[config.mk]
export PLATFORM = sky130hd
export DESIGN_NAME = zigbee_pad_mux_arbiter
export DESIGN_NICKNAME = d
export VERILOG_FILES = /design/src/rtl/zigbee_padmux_pkg.sv /design/src/rtl/zigbee_padmux_rr_pick.sv /design/src/rtl/zigbee_pad_mux_arbiter.sv
export SDC_FILE = /design/constraint.sdc
export NUM_CORES = 1
export LEC_CHECK = 0
export CORE_ASPECT_RATIO = 0.5
export CORE_UTILIZATION = 40
export DETAILED_ROUTE_END_ITERATION = 8
export GPL_ROUTABILITY_DRIVEN = 0
export PLACE_DENSITY = 0.88
export SLEW_MARGIN = 20
export SYNTH_ARGS = -nofsm -noshare
export SYNTH_HDL_FRONTEND = slang
export SYNTH_SLANG_ARGS = --single-unit
[constraint.sdc]
create_clock -name clk_i -period 2.6 [get_ports clk_i]
set_input_delay 0.52 -clock clk_i [delete_from_list [all_inputs] [get_ports clk_i]]
set_output_delay 0.52 -clock clk_i [all_outputs]
set_load 0.02 [all_outputs]
[src/rtl/zigbee_padmux_pkg.sv]
// Shared types and sizing helpers for the pad-mux arbiter.
// The top level and the round-robin picker both import this package.
package zigbee_padmux_pkg;

  localparam int unsigned DEF_N_CLIENTS = 4;
  localparam int unsigned DEF_IN_W      = 22;
  localparam int unsigned DEF_OUT_W     = 18;
  localparam int unsigned SEL_W         = $clog2(DEF_N_CLIENTS);

  typedef enum logic [1:0] {
    IDLE     = 2'd0,
    GUARD_IN = 2'd1,
    OWNED    = 2'd2,
    RELEASE  = 2'd3
  } padmux_state_e;

  // Width of a counter or index covering 0..n-1; never narrower than one bit.
  function automatic int unsigned cnt_w(input int unsigned n);
    return (n > 1) ? $clog2(n) : 1;
  endfunction

endpackage

[src/rtl/zigbee_padmux_rr_pick.sv]
// Combinational round-robin picker: first requester at or after ptr, modulo N.
module zigbee_padmux_rr_pick
  import zigbee_padmux_pkg::*;
#(
  parameter int unsigned N  = DEF_N_CLIENTS,
  parameter int unsigned SW = cnt_w(DEF_N_CLIENTS)
) (
  input  logic [N-1:0]  req,
  input  logic [SW-1:0] ptr,
  output logic [SW-1:0] idx,
  output logic          vld
);

  logic [SW-1:0] k;

  always_comb begin
    idx = '0;
    vld = 1'b0;
    k   = '0;
    for (int unsigned i = 0; i < N; i++) begin
      k = SW'((32'(ptr) + i) % N);
      if (!vld && req[k]) begin
        vld = 1'b1;
        idx = k;
      end
    end
  end

endmodule

[src/rtl/zigbee_pad_mux_arbiter.sv]
// Time-shares the pad bus between N clients: round-robin pick, quiet guard
// bubbles around every ownership change, and a tenure limit under contention.
module zigbee_pad_mux_arbiter
  import zigbee_padmux_pkg::*;
#(
  parameter int unsigned N_CLIENTS    = DEF_N_CLIENTS,
  parameter int unsigned IN_W         = DEF_IN_W,
  parameter int unsigned OUT_W        = DEF_OUT_W,
  parameter int unsigned GUARD_CYCLES = 2,
  parameter int unsigned MAX_GRANT    = 256,
  localparam int unsigned SW          = cnt_w(N_CLIENTS)
) (
  input  logic                         clk_i,
  input  logic                         rst_i,
  input  logic [N_CLIENTS-1:0]         req_i,
  input  logic [N_CLIENTS-1:0]         done_i,
  input  logic [N_CLIENTS*OUT_W-1:0]   cli_out_i,
  input  logic [IN_W-1:0]              pad_in_i,
  output logic [N_CLIENTS-1:0]         gnt_o,
  output logic [SW-1:0]                sel_o,
  output logic [OUT_W-1:0]             pad_out_o,
  output logic [IN_W-1:0]              cli_in_o,
  output logic [N_CLIENTS-1:0]         cli_in_vld_o,
  output logic                         busy_o
);

  localparam int unsigned GW = cnt_w(GUARD_CYCLES);
  localparam int unsigned TW = cnt_w(MAX_GRANT);

  padmux_state_e        state_q, state_d;
  logic [SW-1:0]        sel_q, sel_d, rr_q, rr_d, pick_idx, next_ptr;
  logic [GW-1:0]        gcnt_q, gcnt_d;
  logic [TW-1:0]        tcnt_q, tcnt_d;
  logic [N_CLIENTS-1:0] gnt_q, gnt_d, owner_oh;
  logic [OUT_W-1:0]     pad_q, pad_d, owner_data;
  logic [IN_W-1:0]      cli_in_q;
  logic                 busy_q, pick_vld, tenure_max, owner_release;

  zigbee_padmux_rr_pick #(.N(N_CLIENTS), .SW(SW)) u_pick (
    .req (req_i),
    .ptr (rr_q),
    .idx (pick_idx),
    .vld (pick_vld)
  );

  assign owner_oh      = N_CLIENTS'(1) << sel_q;
  assign next_ptr      = (sel_q == SW'(N_CLIENTS - 1)) ? '0 : sel_q + SW'(1);
  assign tenure_max    = (tcnt_q == TW'(MAX_GRANT - 1));
  // Every release cause folds into one event, so the pointer moves once.
  assign owner_release = done_i[sel_q] || !req_i[sel_q] ||
                         (tenure_max && |(req_i & ~owner_oh));

  always_comb begin
    owner_data = '0;
    for (int unsigned k = 0; k < N_CLIENTS; k++) begin
      if (sel_q == SW'(k)) owner_data = cli_out_i[k*OUT_W +: OUT_W];
    end
  end

  // Next-state, counters and next registered outputs.
  always_comb begin
    state_d = state_q;
    sel_d   = sel_q;
    gcnt_d  = gcnt_q;
    tcnt_d  = tcnt_q;
    rr_d    = rr_q;
    gnt_d   = '0;
    pad_d   = '0;
    case (state_q)
      IDLE: begin
        if (pick_vld) begin
          state_d = GUARD_IN;
          sel_d   = pick_idx;
          gcnt_d  = GW'(GUARD_CYCLES - 1);
        end
      end
      GUARD_IN: begin
        if (!req_i[sel_q]) begin
          state_d = RELEASE;
          gcnt_d  = GW'(GUARD_CYCLES - 1);
          rr_d    = next_ptr;
        end else if (gcnt_q == '0) begin
          state_d = OWNED;
          tcnt_d  = '0;
          gnt_d   = owner_oh;
        end else begin
          gcnt_d  = gcnt_q - GW'(1);
        end
      end
      OWNED: begin
        if (owner_release) begin
          state_d = RELEASE;
          gcnt_d  = GW'(GUARD_CYCLES - 1);
          rr_d    = next_ptr;
        end else begin
          gnt_d   = owner_oh;
          pad_d   = owner_data;
          if (!tenure_max) tcnt_d = tcnt_q + TW'(1);
        end
      end
      RELEASE: begin
        if (gcnt_q == '0) state_d = IDLE;
        else              gcnt_d  = gcnt_q - GW'(1);
      end
      default: state_d = IDLE;
    endcase
  end

  always_ff @(posedge clk_i or posedge rst_i) begin
    if (rst_i) begin
      state_q  <= IDLE;
      sel_q    <= '0;
      gcnt_q   <= '0;
      tcnt_q   <= '0;
      rr_q     <= '0;
      gnt_q    <= '0;
      pad_q    <= '0;
      cli_in_q <= '0;
      busy_q   <= 1'b0;
    end else begin
      state_q  <= state_d;
      sel_q    <= sel_d;
      gcnt_q   <= gcnt_d;
      tcnt_q   <= tcnt_d;
      rr_q     <= rr_d;
      gnt_q    <= gnt_d;
      pad_q    <= pad_d;
      cli_in_q <= pad_in_i;
      busy_q   <= (state_d != IDLE);
    end
  end

  assign gnt_o        = gnt_q;
  assign cli_in_vld_o = gnt_q;
  assign sel_o        = sel_q;
  assign pad_out_o    = pad_q;
  assign cli_in_o     = cli_in_q;
  assign busy_o       = busy_q;

endmodule

==> results of run 1 <==
-- stage by stage --
stage	util	power [mW]	area (sq um)
global route	0.714	4.65	4920
finish	0.714	4.36	4920
floorplan	-	2.43	2930
global placement	0.670	3.08	4610
CTS	0.714	4.37	4910
detailed placement	0.670	3.15	4610
-- kinds of logic (layout without fill, tap and decap cells) --
| group | count (synthesis) | count (layout) | synth area share |
|---|---|---|---|
| AND/OR/NAND/NOR | 117 | 117 | 0.203 |
| adder cells (fa/ha/maj) | 10 | 10 | 0.0427 |
| AO/OA/AOI/OAI | 59 | 59 | 0.141 |
| multiplexers | 8 | 8 | 0.0415 |
| XOR/XNOR | 6 | 6 | 0.0179 |
| flip-flops | 60 | 60 | 0.513 |
| buffers and inverters | 27 | 192 | 0.0419 |
-- cell usage after synthesis, types with 2 or more instances --
cell / instances
sky130_fd_sc_hd__nand3_1: 6
sky130_fd_sc_hd__nand2_1: 14
sky130_fd_sc_hd__a21oi_1: 21
sky130_fd_sc_hd__nor2b_1: 26
sky130_fd_sc_hd__mux4_2: 3
sky130_fd_sc_hd__clkbuf_1: 11
sky130_fd_sc_hd__and2_1: 5
sky130_fd_sc_hd__buf_4: 5
sky130_fd_sc_hd__mux2i_1: 2
sky130_fd_sc_hd__nand2b_1: 6
sky130_fd_sc_hd__or2_2: 3
sky130_fd_sc_hd__a221oi_1: 17
sky130_fd_sc_hd__nor4_1: 4
sky130_fd_sc_hd__buf_2: 2
sky130_fd_sc_hd__o21ai_0: 8
sky130_fd_sc_hd__nor2_1: 29
sky130_fd_sc_hd__xnor2_1: 6
sky130_fd_sc_hd__inv_1: 8
sky130_fd_sc_hd__ha_1: 10
sky130_fd_sc_hd__mux2_2: 3
sky130_fd_sc_hd__dfrtp_1: 60
sky130_fd_sc_hd__nor3_1: 21
sky130_fd_sc_hd__o211ai_1: 2
-- flip-flops by register name, summed over array words and instances (netlist names) --
register,count
cli_in_vld_o,4
busy_o,1
pad_out_o,18
state_q,2
rr_q,2
gcnt_q,1
cli_in_o,22
tcnt_q,8
sel_o,2
-- worst max-delay path: stages (launching register included) --
cell                        delay (ns)
sky130_fd_sc_hd__dfrtp_1          0.37
sky130_fd_sc_hd__inv_1            0.12
sky130_fd_sc_hd__ha_1             0.20
sky130_fd_sc_hd__buf_4            0.25
sky130_fd_sc_hd__inv_1            0.12
sky130_fd_sc_hd__a2111oi_2        0.39
sky130_fd_sc_hd__o211ai_2         0.18
sky130_fd_sc_hd__nand3_1          0.17
sky130_fd_sc_hd__mux2_2           0.35
-- cell type report --
type / instances / area [sq um]
Fill cell: 497 / 1970
Timing Repair Buffer: 168 / 1660
Sequential cell: 60 / 1500
Multi-Input combinational cell: 200 / 1310
Clock buffer: 12 / 256
Tap cell: 92 / 115
Clock inverter: 4 / 47.5
Inverter: 8 / 30.0
-- layer usage --
layer / track usage / part of all wire
met2: 0.404 / 0.51
met5: 0 / 0
met1: 0.301 / 0.40
met4: 0.0934 / 0.029
met3: 0.0639 / 0.055
-- power by group through the flow --
stage          combinational [mW]  clock, mW  sequential, mW
5_1_grt                      2.22       1.26            1.18
3_3_place_gp                 1.92          0            1.17
6_report                     2.01       1.18            1.16
3_5_place_dp                 1.97          0            1.17
2_1_floorplan                1.18          0            1.25
4_1_cts                      2.00       1.20            1.16
-- worst max path at each step --
stage                                      endpoint  cells after the start
after floorplan                  gcnt_q$_DFFE_PP0P_                      8
after CTS                   pad_out_o[15]$_DFF_PP0_                      8
after global routing      cli_in_vld_o[1]$_DFF_PP0_                      8
after detailed placement        rr_q[0]$_DFFE_PP0P_                      6
after global placement        tcnt_q[7]$_DFFE_PP0P_                      6
final                           rr_q[1]$_DFFE_PP0P_                      8
==> results summary, run 1 <==
Leaving out fill and tap cells, the most frequent cells in the layout are sky130_fd_sc_hd__clkdlybuf4s50_1 (154), sky130_fd_sc_hd__dfrtp_1 (60), sky130_fd_sc_hd__nor2_1 (29). Among all flip-flop cells after synthesis, the most frequent one is sky130_fd_sc_hd__dfrtp_1. The ratio of cells with drive above 1 in the final layout came out at 0.0929. The area of the die is a little under 0.008 sq mm. The reg-to-reg endpoint is rr_q[1]$_DFFE_PP0P_. At the later pin of the worst-skew pair, clock insertion delay measures between 0.3 and 0.4 ns. The internal power of the cells is approximately 2.8 mW. For this run, the register share of the synthesized area comes to 0.513.

The combinational cell fraction of total power is 0.461. The worst-margin pin slew came out at 0.637 ns. The average instance area after synthesis came out at between 10 and 15 sq um. The total nets after synthesis is approximately 400. The worst path meets setup with 0.324 ns of slack. The worst hold slack across all endpoints is 0.527 ns. The most common cell after layout, fill and taps aside is sky130_fd_sc_hd__clkdlybuf4s50_1. The number of buffers added on ports came out at approximately 150. The first routing iteration left 171 violations. TritonCTS built the clock tree. The maximum clock frequency is roughly 0.44 GHz.

The number of antenna diodes in the final layout is 0. The first-pass GRT wire length came out at between 10000 and 15000 um. The critical setup path kind is reg -> reg.

The global-route congestion overflow total came out at 0. At the worst endpoint, the required time is around 2.8 ns. Yosys printed 0 warnings. In the routed design, unresolved DRC markers number 0.

The number of maximum-capacitance constraint violations is 0. The net switching power came out at about 1.6 mW. The count of state elements after synthesis came out at 60.

The depth of the most critical reg-to-reg path came out at 8. The peak fanout along the critical path came out at 20. The largest net degree at the start of global routing came out at 38. For hold timing, the worst endpoint is tcnt_q[1]$_DFFE_PP0P_. Including well taps, the total number of placed cells is 528. The setup fix buffers added after clock tree synthesis is 0. In this run the static leakage power is 2.04 nW.

Counting along the longest clock path gives a buffer depth of 2. The clock transition time at the flip-flop clock pins of the worst setup and hold paths is about 0.050 ns. The share of the synthesized area in the top cell type came out at 0.513.

Once detailed placement completed, the half-perimeter wirelength came to between 6000 and 7000 um. The number of optimization iterations in the first detailed-route pass is 4. The final count of pins violating max slew came out at 0. The worst setup path is captured at a flop. IR analysis of the VDD net gives a maximum drop of 492 uV. Across all layers, the routed design uses between 2000 and 3000 vias. The overall global routing resource usage is 0.242. The cell accounting for the most synthesized area is sky130_fd_sc_hd__dfrtp_1.

Summed over all failing endpoints, the final setup total negative slack is 0 ns. In this run the clock root is driven by a sky130_fd_sc_hd__clkbuf_16. Wires add up to around 8600 um. After layout, the minimum clock period comes to ~2.3 ns. The core footprint came out at slightly below 0.007 sq mm. The worst setup path startpoint is sel_o[1]$_DFFE_PP0P_. The startpoint class of the critical path is a flop. The post-cts repair resize count is 0. The count of endpoints failing hold in the final timing report is 0.

Clock tree synthesis found a total of 60 sinks. The number of global-route vias before repair came out at 2816. The initial utilization of the core area, before any placement, comes to 0.425. The final critical-path share of the clock period is 0.876. The worst register-to-register path begins at sel_o[1]$_DFFE_PP0P_. The total number of nets in the final design is 561.

Setup repair after global routing left no endpoint under its margin. The initial antenna violation count came out at 0. Of all flip-flops after synthesis, the portion carrying an async set or reset was 1.00.

The reg2reg setup slack came out at about 0.32 ns. After synthesis the cells add up to 0.00293 sq mm. The number of core rows is 21. The detail route stage leaves a number of antenna-violating nets equal to 0.

The min-delay analysis places its worst path in the category reg -> reg. The number of buffers created by CTS is 9. Dividing the detail-routed wire length by the instance count gives between 15 and 20 um. Counting instances, the worst hold path has a depth of 1.

The count of hold-fix buffers inserted at cts came out at 0. The die is approximately 120 um wide. On the final layout, the worst clock skew is approximately 0.0070 ns. The fraction of power spent switching nets came out at 0.361. The synthesized design contains 0 enable-type register cells.

The worst hold path begins at tcnt_q[1]$_DFFE_PP0P_. The number of different library cells used by synthesis comes to 38. Measured along the y axis, the die boundary spans 62.5 um. The data arrival time of the critical path came out at between 2 and 2.5 ns. The run finished with clean final reports. The maximum level of the CTS H-tree is 3. For this run, the number of standard cells in the final layout without fillers is between 500 and 600.

In the post-synthesis netlist, the biggest area contributors are sky130_fd_sc_hd__dfrtp_1 (51%), sky130_fd_sc_hd__nor2b_1 (5.6%), sky130_fd_sc_hd__a221oi_1 (5.1%). The total power per unit cell area is about 900 mW/mm^2. The number of I/O pins came out at ~160. The area added between synthesis and finish is 67.9%. The worst setup slack after placement is ~0.13 ns. Synthesis handed over a netlist of roughly 290 instances. Using the TritonRoute via totals, the vias-per-cell ratio works out to approximately 5.2.

The setup violation total in the final timing report is 0. The fraction of power consumed by the clock network is 0.272. Of the total power, registers draw 0.267.

The headroom to the max-slew limit is 0.574.
Note: power is estimated with default switching activity, not from simulation.
==> inputs of run 2 (changes only) <==
SLEW_MARGIN = default   (was 20)
==> results of run 2 <==
No change in the layout: final DEF, timing and power equal those of run 1.
